File: src/rtl/lcd_pixel_gen.sv
// Test-pattern source for an RGB565 LCD serializer: valid/ready pixel stream
// with start/end-of-line/frame flags, a completed-frame counter and an optional inter-frame gap.
module lcd_pixel_gen #(
  parameter int H_ACTIVE   = 240,
  parameter int V_ACTIVE   = 135,
  parameter int GAP_CYCLES = 0
) (
  input  logic        clk,
  input  logic        resetn,
  input  logic        enable,
  input  logic [1:0]  pattern,
  input  logic [15:0] solid_color,
  output logic        pix_valid,
  input  logic        pix_ready,
  output logic [15:0] pix_data,
  output logic        pix_sof,
  output logic        pix_eol,
  output logic        pix_eof,
  output logic [15:0] frame_count,
  output logic        busy
);

  // x and y are at least 4 bits wide so bit 3 always exists for the checkerboard.
  localparam int XW      = ($clog2(H_ACTIVE) < 4) ? 4 : $clog2(H_ACTIVE);
  localparam int YW      = ($clog2(V_ACTIVE) < 4) ? 4 : $clog2(V_ACTIVE);
  localparam int TOTAL   = H_ACTIVE * V_ACTIVE;
  localparam int LW      = $clog2(TOTAL);
  localparam int BAR_W   = H_ACTIVE / 8;
  localparam int BW      = (BAR_W > 1) ? $clog2(BAR_W) : 1;

  localparam logic [XW-1:0] X_LAST   = XW'(H_ACTIVE - 1);
  localparam logic [YW-1:0] Y_LAST   = YW'(V_ACTIVE - 1);
  localparam logic [LW-1:0] LIN_LAST = LW'(TOTAL - 1);
  localparam logic [BW-1:0] BAR_LAST = BW'(BAR_W - 1);
  localparam logic [15:0]   GAP_LAST = 16'(GAP_CYCLES - 1);

  typedef enum logic [1:0] {
    IDLE   = 2'd0,
    ACTIVE = 2'd1,
    GAP    = 2'd2
  } state_t;

  state_t state, next_state;

  logic [XW-1:0] x, nx;
  logic [YW-1:0] y, ny;
  logic [LW-1:0] lin, nlin;
  logic [2:0]    bar_idx, nbar_idx;
  logic [BW-1:0] bar_cnt, nbar_cnt;
  logic [LW-1:0] dot, dot_next;
  logic [15:0]   gap_cnt;
  logic [1:0]    pat_q, sel_pat;
  logic [15:0]   color_q, sel_color;
  logic [15:0]   next_pixel;
  logic          next_sof, next_eol, next_eof;

  logic xfer;
  logic start_frame;
  logic advance;
  logic finish;

  function automatic logic [15:0] pixel_value(
    input logic [1:0]    pat,
    input logic [15:0]   color,
    input logic [XW-1:0] px,
    input logic [YW-1:0] py,
    input logic [2:0]    bar,
    input logic [LW-1:0] lin_pos,
    input logic [LW-1:0] dot_pos
  );
    logic [15:0] val;
    val = 16'h0000;
    case (pat)
      2'd0: val = color;
      2'd1: begin
        case (bar)
          3'd0:    val = 16'hFFFF;
          3'd1:    val = 16'hFFE0;
          3'd2:    val = 16'h07FF;
          3'd3:    val = 16'h07E0;
          3'd4:    val = 16'hF81F;
          3'd5:    val = 16'hF800;
          3'd6:    val = 16'h001F;
          default: val = 16'h0000;
        endcase
      end
      2'd2:    val = (px[3] ^ py[3]) ? 16'h0000 : 16'hFFFF;
      default: val = (lin_pos == dot_pos) ? 16'hFFFF : 16'h0000;
    endcase
    return val;
  endfunction

  assign xfer = pix_valid & pix_ready;
  assign busy = (state != IDLE);

  always_ff @(posedge clk or negedge resetn) begin
    if (!resetn) begin
      state <= IDLE;
    end else begin
      state <= next_state;
    end
  end

  // A frame may start from IDLE, at the end of the gap, or straight off the eof transfer.
  always_comb begin
    next_state  = state;
    start_frame = 1'b0;
    advance     = 1'b0;
    finish      = 1'b0;
    case (state)
      IDLE: begin
        if (enable) begin
          start_frame = 1'b1;
          next_state  = ACTIVE;
        end
      end
      ACTIVE: begin
        if (xfer) begin
          if (pix_eof) begin
            finish = 1'b1;
            if (GAP_CYCLES != 0) begin
              next_state = GAP;
            end else if (enable) begin
              start_frame = 1'b1;
            end else begin
              next_state = IDLE;
            end
          end else begin
            advance = 1'b1;
          end
        end
      end
      GAP: begin
        if (gap_cnt == GAP_LAST) begin
          if (enable) begin
            start_frame = 1'b1;
            next_state  = ACTIVE;
          end else begin
            next_state = IDLE;
          end
        end
      end
      default: next_state = IDLE;
    endcase
  end

  // Coordinates of the pixel that will be presented after this edge.
  always_comb begin
    nx       = x;
    ny       = y;
    nlin     = lin;
    nbar_idx = bar_idx;
    nbar_cnt = bar_cnt;
    if (start_frame) begin
      nx       = '0;
      ny       = '0;
      nlin     = '0;
      nbar_idx = '0;
      nbar_cnt = '0;
    end else if (advance) begin
      nlin = lin + 1'b1;
      if (x == X_LAST) begin
        nx       = '0;
        ny       = y + 1'b1;
        nbar_idx = '0;
        nbar_cnt = '0;
      end else begin
        nx = x + 1'b1;
        if (bar_cnt == BAR_LAST) begin
          nbar_cnt = '0;
          nbar_idx = bar_idx + 1'b1;
        end else begin
          nbar_cnt = bar_cnt + 1'b1;
        end
      end
    end
  end

  // The first pixel of a back-to-back frame must already see the advanced dot.
  always_comb begin
    dot_next = dot;
    if (finish) begin
      dot_next = (dot == LIN_LAST) ? '0 : dot + 1'b1;
    end
    sel_pat    = start_frame ? pattern : pat_q;
    sel_color  = start_frame ? solid_color : color_q;
    next_pixel = pixel_value(sel_pat, sel_color, nx, ny, nbar_idx, nlin, dot_next);
    next_sof   = (nx == '0) && (ny == '0);
    next_eol   = (nx == X_LAST);
    next_eof   = (nx == X_LAST) && (ny == Y_LAST);
  end

  always_ff @(posedge clk or negedge resetn) begin
    if (!resetn) begin
      x           <= '0;
      y           <= '0;
      lin         <= '0;
      bar_idx     <= '0;
      bar_cnt     <= '0;
      dot         <= '0;
      gap_cnt     <= '0;
      pat_q       <= '0;
      color_q     <= '0;
      frame_count <= '0;
      pix_valid   <= 1'b0;
      pix_data    <= '0;
      pix_sof     <= 1'b0;
      pix_eol     <= 1'b0;
      pix_eof     <= 1'b0;
    end else begin
      x       <= nx;
      y       <= ny;
      lin     <= nlin;
      bar_idx <= nbar_idx;
      bar_cnt <= nbar_cnt;
      dot     <= dot_next;
      if (finish) begin
        frame_count <= frame_count + 16'd1;
      end
      if (state == GAP && gap_cnt != GAP_LAST) begin
        gap_cnt <= gap_cnt + 16'd1;
      end else begin
        gap_cnt <= '0;
      end
      if (start_frame) begin
        pat_q   <= pattern;
        color_q <= solid_color;
      end
      if (start_frame || advance) begin
        pix_valid <= 1'b1;
        pix_data  <= next_pixel;
        pix_sof   <= next_sof;
        pix_eol   <= next_eol;
        pix_eof   <= next_eof;
      end else if (finish) begin
        pix_valid <= 1'b0;
        pix_sof   <= 1'b0;
        pix_eol   <= 1'b0;
        pix_eof   <= 1'b0;
      end
    end
  end

endmodule

File: config.mk
export PLATFORM = sky130hd
export DESIGN_NAME = lcd_pixel_gen
export DESIGN_NICKNAME = d
export VERILOG_FILES = /design/src/rtl/lcd_pixel_gen.sv
export SDC_FILE = /design/constraint.sdc
export NUM_CORES = 1
export LEC_CHECK = 0
export BUFFER_PORTS_ARGS = -buffer_cell sky130_fd_sc_hd__buf_2
export CORE_MARGIN = 2
export CORE_UTILIZATION = 59
export CTS_CLUSTER_SIZE = 40
export DETAILED_ROUTE_END_ITERATION = 7
export GPL_ROUTABILITY_DRIVEN = 0
export PLACE_DENSITY = 0.82
export SLEW_MARGIN = 20
export SYNTH_ARGS = -nofsm -noshare
export SYNTH_HDL_FRONTEND = slang
export SYNTH_SLANG_ARGS = --single-unit
File: constraint.sdc
create_clock -name clk -period 3 [get_ports clk]
set_input_delay 0.45 -clock clk [delete_from_list [all_inputs] [get_ports clk]]
set_output_delay 0.45 -clock clk [all_outputs]
set_load 0.01 [all_outputs]
=== Yosys cells after proc, flatten, opt, wreduce, memory -nomap -nowiden ===
Index checks and enable logic that the tools add are counted.
Widths: inputs -> output; s select.

* Input bits: 22
* Flip-flop bits (word level): 126
* Word-level logic and storage cells: 110

* Reduce and logical (&&, ||, !) cells: 13
* Muxes and demuxes: 48
* Bitwise gates (word level): 2
* $add $sub $neg: 8
* Equality and inequality tests: 23

{| class="wikitable"
|+ Operators by type and width
! kind !! count
|-
| $pmux 16 s7 || 1
|-
| $mux 16 || 4
|-
| $mux 15 || 4
|-
| $mux 8 || 6
|-
| $pmux 16 s3 || 1
|-
| $add 16x1->16 const B || 2
|-
| $add 15x1->15 const B || 2
|-
| $eq 8x8->1 const B || 3
|-
| $mux 5 || 4
|-
| $add 8x1->8 const B || 2
|-
| $eq 16x16->1 const B || 1
|-
| $logic_not 8->1 || 2
|-
| $mux 1 || 16
|-
| $ne 16x16->1 const B || 1
|-
| $eq 15x15->1 || 1
|-
| $eq 15x15->1 const B || 1
|-
| $mux 2 || 6
|-
| $mux 3 || 4
|-
| $ne 2x2->1 const B || 5
|-
| $eq 3x3->1 const B || 3
|-
| $eq 3x2->1 const B || 2
|-
| $pmux 2 s3 || 1
|-
| $reduce_bool 2->1 || 3
|-
| $add 5x1->5 const B || 1
|-
| other kinds (13) || 18
|}

=== Longest topological paths before layout ===
Gate-level depths: netlist (run 1).

* Word-level depth: 8
* Mapped depth: 13
* Gate-level depth less buffers: 10

=== Worst setup path after synthesis (run 1) ===
Ideal clock, no wire load.

* Path type: flip-flop to flip-flop
* Start: register pix_eof
* End: register pix_sof
* Arrival: 2.520 ns
* Path slack: 0.412 ns
* Period minus slack after synthesis: 2.588 ns
* Setup time: 0.068 ns
* Cell stages (with the launch flop): 10
* Cells stage by stage: dfrtp_1 > buf_2 > nand4b_4 > or3_4 > o21ai_4 > nor2_2 > or3_1 > or4_1 > nor4_2 > a32o_1

* Longest elaborated chain between the ends: 8

{| class="wikitable"
|+ RTL lines
! item !! RTL line !! source
|-
| start, declared || 18 || <nowiki>output logic pix_eof,</nowiki>
|-
| start signal, assigned || 234 || <nowiki>pix_eof <= next_eof;</nowiki>
|-
| $mux 1 || 119 || <nowiki>if (pix_eof) begin</nowiki>
|-
| $mux 1 || 118 || <nowiki>if (xfer) begin</nowiki>
|-
| $mux 1 || 110 || <nowiki>case (state)</nowiki>
|-
| $mux 8 || 160 || <nowiki>end else if (advance) begin</nowiki>
|-
| $mux 8 (*) || 154 || <nowiki>if (start_frame) begin</nowiki>
|-
| via nx[3] || 45 || <nowiki>logic [XW-1:0] x, nx;</nowiki>
|-
| $logic_not 8->1 (*) || 188 || <nowiki>next_sof = (nx == '0) && (ny == '0);</nowiki>
|-
| $logic_and 1x1->1 (*) || 188 ||
|-
| $mux 1 (*) || 229 || <nowiki>if (start_frame || advance) begin</nowiki>
|-
| end signal, assigned || 232 || <nowiki>pix_sof <= next_sof;</nowiki>
|-
| end, declared || 16 || <nowiki>output logic pix_sof,</nowiki>
|}

The timed path passes the listed nets; every way through them passes the cells marked *.
A chain may end at the register's enable or synchronous reset.

=== Worst setup path after layout (run 1) ===
* Start: register pix_eof
* End: register pix_data[2]

* Longest elaborated chain between the ends: 8

{| class="wikitable"
|+ RTL lines
! item !! RTL line !! source
|-
| $mux 1 || 119 ||
|-
| $mux 1 || 118 ||
|-
| $mux 1 || 110 ||
|-
| $mux 15 || 160 ||
|-
| $mux 15 (*) || 154 ||
|-
| via nlin[10] || 47 || <nowiki>logic [LW-1:0] lin, nlin;</nowiki>
|-
| $eq 15x15->1 (*) || 88 || <nowiki>default: val = (lin_pos == dot_pos) ? 16'hFFFF : 16'h0000;</nowiki>
|-
| $mux 16 (*) || 88 ||
|-
| $pmux 16 s3 (*) || 73 || <nowiki>case (pat)</nowiki>
|-
| end signal, assigned || 231 || <nowiki>pix_data <= next_pixel;</nowiki>
|-
| end, declared || 15 || <nowiki>output logic [15:0] pix_data,</nowiki>
|}

Marked as above.

==> summary.md, run 1 <==
| Metric | Value |
|---|---|
| Detailed Route WL | `approximately 13000 µm` |
| CORE AREA | `a little over 9000 µm²` |
| Post-DP HPWL | `between 9000 and 10000 µm` |
| Clock sinks | `~110` |
| Number of CTS-inserted buffers | `9` |
| First-pass GRT wire length | `21200 µm` |
| Tmin final | `roughly 2.8 ns` |
| Die H | `~100 µm` |
| Tot GR Track Use | `26.8%` |
| Hold Crit Class | `input pin to async pin` |
| Iter 0 DRT Violations | `265` |
| Commonest non-fill, non-tap cells in the layout | `dfrtp_1, nand2_1, buf_2` |
| DRC viols | `0` |
| Setup crit end kind | `register` |
| Max-cap violations | `0` |
| Yosys cell types | `64` |
| Peak supply drop | `0.000330 V` |
| Post-Synthesis Cells | `574` |
| Area growth from synthesis to layout | `14.2%` |
| IO buf count | `58` |
| Vias per cell | `slightly above 6` |
| YS warnings | `0` |
| Worst Setup EP | `pix_data[2]` |
| Crit path required time | `3.31 ns` |
| Switch Pwr | `between 1 and 1.5 mW` |
| Routed length per instance | `about 17 µm` |
| Leading cell type in the layout, fill and taps excluded | `dfrtp_1` |
| RSZ-0062 raised after global routing | `false` |
| Main synth FF type | `dfrtp_1` |
| Slew @ Worst Pin | `roughly 0.68 ns` |
| Design area | `6310 µm²` |
| Hold_ws | `0.0450 ns` |
| Flop pwr share | `between 50% and 60%` |
| Largest net degree at the start of global routing | `42` |
| Rel. slew slack | `between 50 and 60%` |
| CP startpoint | `pix_eof` |
| Critical path class | `register to register` |
| Async SR Flop Fraction | `100%` |
| Pwr/cell area | `557 nW/µm²` |
| Number of global-route vias before repair | `4448` |
| Critical Path, Cell by Cell | `nand4b_4, buf_4, buf_4, or4_1, nand2_1, mux2_2, mux2i_2, nand4_2, buf_6, a21oi_1` |
| Pleak | `2.98 nW` |
| Clock network power share | `about 26%` |
| Hold Fails Final Rpt | `0` |
| Clk Latency, worst-skew pair | `around 0.38 ns` |
| Yosys reg bits | `approximately 110` |
| Highest Clock Rate | `between 300 and 400 MHz` |
| Syn_nets | `just over 600` |
| CP max FO | `16` |
| Comb pwr share | `between 20% and 30%` |
| Initial Utilization | `slightly above 60%` |
| Vias post-DR | `between 4000 and 5000` |
| R2R Setup Slk | `0.16 ns` |
| Gr ovfl total | `0` |
| Die width | `approximately 100 µm` |
| CTS tree | `built` |
| I/O Pins | `between 50 and 60` |
| Data arrival time of the worst path | `3.15 ns` |
| R2R depth | `10` |
| Slowest CP cell | `or4_1` |
| Final std cells w/o fill | `roughly 770` |
| Max-slew violation count | `0` |
| Switching portion of total power | `roughly a third` |
| Clock-pin slew on the worst setup and hold paths | `0.12 ns` |
| Area after DPL | `about 6100 µm²` |
| Synth Cell Area | `5530 µm²` |
| Fin nets | `681` |
| Setup Viol. Count Final | `0` |
| Post-synth EDFFs | `0` |
| Status | `finished, final reports clean` |
| Design Power | `roughly 3.5 mW` |
| Placed cells | `approximately 750` |
| Htree depth | `3` |
| Rows | `35` |
| Fin crit share | `94.7%` |
| Share of layout cells above drive strength 1 | `21.2%` |
| Antenna fix cells | `0` |
| Syn Area/Cell | `about 9.6 µm²` |
| Die ar. | `10200 µm²` |
| Internal power | `around 2.3 mW` |
| Post-synthesis sequential area ratio | `between 40% and 50%` |
| Crit-path most repeated cell | `buf_4` |
| Worst setup SP type | `register` |
| Critical R2R Capture | `pix_data[2]` |
| First-pass detailed-route iteration total | `5` |
| Critical path's largest stage delay | `around 0.55 ns` |
| # fillers | `between 600 and 700` |
| Root Buffer | `clkbuf_8` |
| Longest Clk Path Bufs | `2` |
| Routed Antenna Nets | `0` |
| Initial antenna violation count | `0` |
| Worst R2R Start | `pix_eof` |
| Clock Skews | `approximately 0.013 ns` |
-- cell usage after synthesis (2+ instances only) --
cell	count	share of area, %
nand4b_1	3	0.48
clkbuf_1	11	0.75
o21ai_0	13	1.2
mux2_2	3	0.61
nor2b_1	2	0.23
ha_1	8	1.8
nand4_2	2	0.45
nor2_2	2	0.23
xor2_1	25	4.0
and2_1	6	0.68
dfrtp_1	109	49
o211ai_1	3	0.41
or4_1	7	0.95
nor3_1	11	1.0
mux2i_1	3	0.54
a211o_1	2	0.32
buf_2	7	0.63
inv_1	14	0.95
or3_1	7	0.79
and3_1	5	0.57
nand2_1	89	6.0
o31ai_1	10	1.4
and4_1	6	0.95
a21oi_2	2	0.32
a211oi_1	16	2.2
nor2_1	53	3.6
nand3_1	37	3.3
a21oi_1	30	2.7
nand4_1	16	1.8
nor4_1	3	0.34
buf_1	2	0.14
nor4_2	3	0.68
buf_6	3	0.61
xnor2_1	31	4.9
-- sequential cells by signal, indices dropped and copies added, names as in the netlist --
signal,cells
x,8
pat_q,2
pix_valid,1
pix_eof,1
bar_idx,3
dot,15
bar_cnt,5
state,1
color_q,16
pix_data,16
frame_count,16
pix_sof,1
lin,15
y,8
pix_eol,1
-- area by class of cell --
cell class / instances / area [µm²] / share of cell area, %
Sequential cell: 109 / 2730 / 43.3
Multi-Input combinational cell: 427 / 2650 / 42.0
Timing Repair Buffer: 90 / 537 / 8.50
Tap cell: 111 / 139 / 2.20
Clock buffer: 10 / 138 / 2.18
Clock inverter: 6 / 62.6 / 0.991
Inverter: 14 / 52.6 / 0.832
-- routing by layer --
layer / global-route usage (%) / vias to the layer above / share of wire, %
li1: - / 2179 / -
met1: 36.0 / 2252 / 43
met2: 42.9 / 171 / 49
met3: 4.72 / 39 / 5.0
met4: 11.8 / 0 / 3.3
met5: 0 / - / 0
-- power groups by stage --
stage | Combinational, mW | Sequential, mW | Clock, mW
3_3_place_gp | 0.735 | 1.84 | 0
3_5_place_dp | 0.765 | 1.85 | 0
4_1_cts | 0.770 | 1.82 | 0.918
6_report | 0.782 | 1.83 | 0.901
5_1_grt | 0.860 | 1.86 | 0.973
2_1_floorplan | 0.493 | 1.84 | 0
-- through the flow --
stage	setup WS (ns)	utilization, %	TNS, ns
2_1_floorplan	0.412	-	0
3_3_place_gp	0.113	66.3	0
3_5_place_dp	-0.0218	66.3	-0.0235
4_1_cts	0.0138	68.5	0
5_1_grt	0.0193	69.0	0
6_report	0.160	69.0	0
-- worst min path at each step --
stage                     from               to  slack, ns  cells past startpoint
3_5_place_dp   frame_count[15]  frame_count[15]       0.46                      1
6_report                resetn   frame_count[4]       0.04                      1
5_1_grt                 resetn             x[0]       0.08                      1
4_1_cts                 resetn   frame_count[4]       0.05                      1
3_3_place_gp   frame_count[15]  frame_count[15]       0.45                      1
2_1_floorplan           resetn       bar_cnt[0]       0.15                      0
-- cells by family after synthesis --
| kind of cell | Yosys count | synth area share (%) |
|---|---|---|
| fa+ha+maj | 8 | 1.81 |
| mux | 6 | 1.15 |
| xor+xnor | 56 | 8.87 |
| buf+inv | 38 | 3.21 |
| simple gates | 264 | 24.3 |
| flops | 109 | 49.3 |
| compound gates | 93 | 11.4 |
-- worst max-delay path, delay by kind of cell, from the launching register on --
kind | cells | cell delay (ns)
AO/OA/AOI/OAI | 1 | 0.14
buffers and inverters | 3 | 0.57
flip-flops | 1 | 0.46
multiplexers | 2 | 0.56
AND/OR/NAND/NOR | 4 | 1.04
-- what timing repair did --
item,CTS,global route
endpoints found under the setup margin,0,16
buffers inserted,0,2
hold buffers,0,0
resized for setup,0,10
Power figures use the tool's default switching activity.
==> inputs of run 2 (changes only) <==
--- a/config.mk
+++ b/config.mk
@@ -12,6 +12,7 @@
 export DETAILED_ROUTE_END_ITERATION = 7
 export GPL_ROUTABILITY_DRIVEN = 0
 export PLACE_DENSITY = 0.82
+export SETUP_SLACK_MARGIN = 0.4
 export SLEW_MARGIN = 20
 export SYNTH_ARGS = -nofsm -noshare
 export SYNTH_HDL_FRONTEND = slang
==> constraint.sdc (replaced) <==
create_clock -name clk -period 3 [get_ports clk]
set_input_delay 0.15 -clock clk [delete_from_list [all_inputs] [get_ports clk]]
set_output_delay 0.15 -clock clk [all_outputs]
set_load 0.01 [all_outputs]
==> summary.md, run 2 (same netlist as run 1, synthesis figures left out) <==
| Metric | Value |
|---|---|
| Fin nets | `roughly 710` |
| Htree depth | `3` |
| I/O Pins | `between 50 and 60` |
| Fin util | `about three quarters` |
| CORE AREA | `between 9000 and 10000 µm²` |
| Max-cap violations | `0` |
| Antenna fix cells | `0` |
| Setup crit end kind | `register` |
| Routed length per instance | `around 18 µm` |
| CP startpoint | `pix_eof` |
| Root Buffer | `clkbuf_8` |
| Tmin final | `2.78 ns` |
| First-pass detailed-route iteration total | `6` |
| Max-slew violation count | `0` |
| Slew @ Worst Pin | `around 0.74 ns` |
| Data arrival time of the worst path | `just over 3 ns` |
| Vias post-DR | `between 4000 and 5000` |
| Critical path class | `register to register` |
| Largest net degree at the start of global routing | `66` |
| Worst R2R Start | `pix_eof` |
| R2R Setup Slk | `0.22 ns` |
| Clock-pin slew on the worst setup and hold paths | `approximately 0.11 ns` |
| Gr ovfl total | `0` |
| Initial Utilization | `~60%` |
| IO buf count | `58` |
| Detailed Route WL | `14200 µm` |
| Vias per cell | `6.07` |
| First-pass GRT wire length | `approximately 23000 µm` |
| Initial antenna violation count | `0` |
| DRC viols | `0` |
| Placed cells | `approximately 740` |
| Worst setup SP type | `register` |
| Setup Viol. Count Final | `0` |
| Clock Skews | `around 0.014 ns` |
| Status | `finished, final reports clean` |
| Final std cells w/o fill | `slightly below 800` |
| Hold Crit Class | `input pin to register` |
| Die width | `around 100 µm` |
| R2R depth | `9` |
| Post-DP HPWL | `approximately 9000 µm` |
| Die H | `around 100 µm` |
| Biggest regs | `color_q: 16 flops, frame_count: 16 flops, pix_data: 16 flops` |
| Pwr/cell area | `568 nW/µm²` |
| Pleak | `3.17 nW` |
| Setup TNS | `0 ns` |
| CP max FO | `4` |
| Commonest non-fill, non-tap cells in the layout | `dfrtp_1, nand2_1, buf_2` |
| Hold Fails Final Rpt | `0` |
| Leading cell type in the layout, fill and taps excluded | `dfrtp_1` |
| Peak supply drop | `approximately 0.00060 V` |
| Fin crit share | `92.5%` |
| RSZ-0062 raised after global routing | `true` |
| Critical R2R Capture | `pix_sof` |
| Number of CTS-inserted buffers | `9` |
| Worst Setup EP | `pix_sof` |
| Clk Latency, worst-skew pair | `approximately 0.39 ns` |
| Highest Clock Rate | `roughly 360 MHz` |
| Clock sinks | `about 110` |
| Crit path required time | `3.32 ns` |
| CTS tree | `built` |
| Tot GR Track Use | `roughly 28%` |
| Rows | `35` |
| Longest Clk Path Bufs | `2` |
| Number of global-route vias before repair | `4727` |
| Routed Antenna Nets | `0` |
| Die ar. | `10200 µm²` |
| Iter 0 DRT Violations | `370` |
| Rel. slew slack | `roughly 51%` |
| Share of layout cells above drive strength 1 | `a little under a quarter` |
| Area growth from synthesis to layout | `22.3%` |
| Hold_ws | `around 0.16 ns` |
## run 2: timing repair
item,4_1_cts,5_1_grt
hold buffers,18,0
pin swaps,3,3
gates resized for setup,24,10
buffers inserted,10,9
cloned,0,1
endpoints found under the hold margin,61,0
endpoints found under the setup margin,17,17
## run 2: final cells by class
type | count | area, µm²
Clock inverter | 7 | 105
Clock buffer | 9 | 124
Sequential cell | 109 | 2730
Timing Repair Buffer | 118 | 858
Tap cell | 111 | 139
Multi-Input combinational cell | 427 | 2750
Fill cell | 574 | 2390
Inverter | 14 | 52.6
## run 2: how the worst min path moves through the flow
stage	from	to	slack, ns	cells past startpoint
after floorplan	resetn	bar_cnt[0]	-0.15	0
after global placement	resetn	dot[4]	0.19	1
after detailed placement	resetn	dot[2]	0.20	1
after CTS	pattern[0]	pat_q[0]	0.13	3
after global routing	pattern[0]	pat_q[0]	0.21	3
final	pattern[0]	pat_q[0]	0.16	3
## run 2: power breakdown
part	total [mW]	internal [mW]	switching, mW	leakage [nW]
Combinational	0.988	0.437	0.551	1.65
Sequential	1.83	1.66	0.167	1.41
Clock	1.03	0.484	0.546	0.112
## run 2: metrics by stage
step / instance area [µm²] / setup slack (ns) / power [mW]
floorplan: 5530 / 0.412 / 2.34
global placement: 6020 / 0.182 / 2.56
detailed placement: 6020 / 0.0299 / 2.61
CTS: 6600 / 0.399 / 3.72
global route: 6760 / 0.140 / 4.01
finish: 6760 / 0.225 / 3.84
## run 2: metal layers
| metal | up-vias | track usage, % | wire length, µm |
|---|---|---|---|
| met1 | 2374 | 36.4 | 5940 |
| met3 | 40 | 5.69 | 722 |
| met4 | 0 | 11.6 | 395 |
| met5 | - | 0 | 0 |
| li1 | 2230 | - | - |
| met2 | 178 | 47.0 | 7160 |
## run 2: critical path: stages (launching register included)
cell and delay [ns]:
dfrtp_1 0.40, nand4b_4 0.24, buf_12 0.17, or3_4 0.40, o21ai_4 0.20, nor2_2 0.09, or3_4 0.40, or4_4 0.50
nor4_4 0.16, a32o_1 0.16
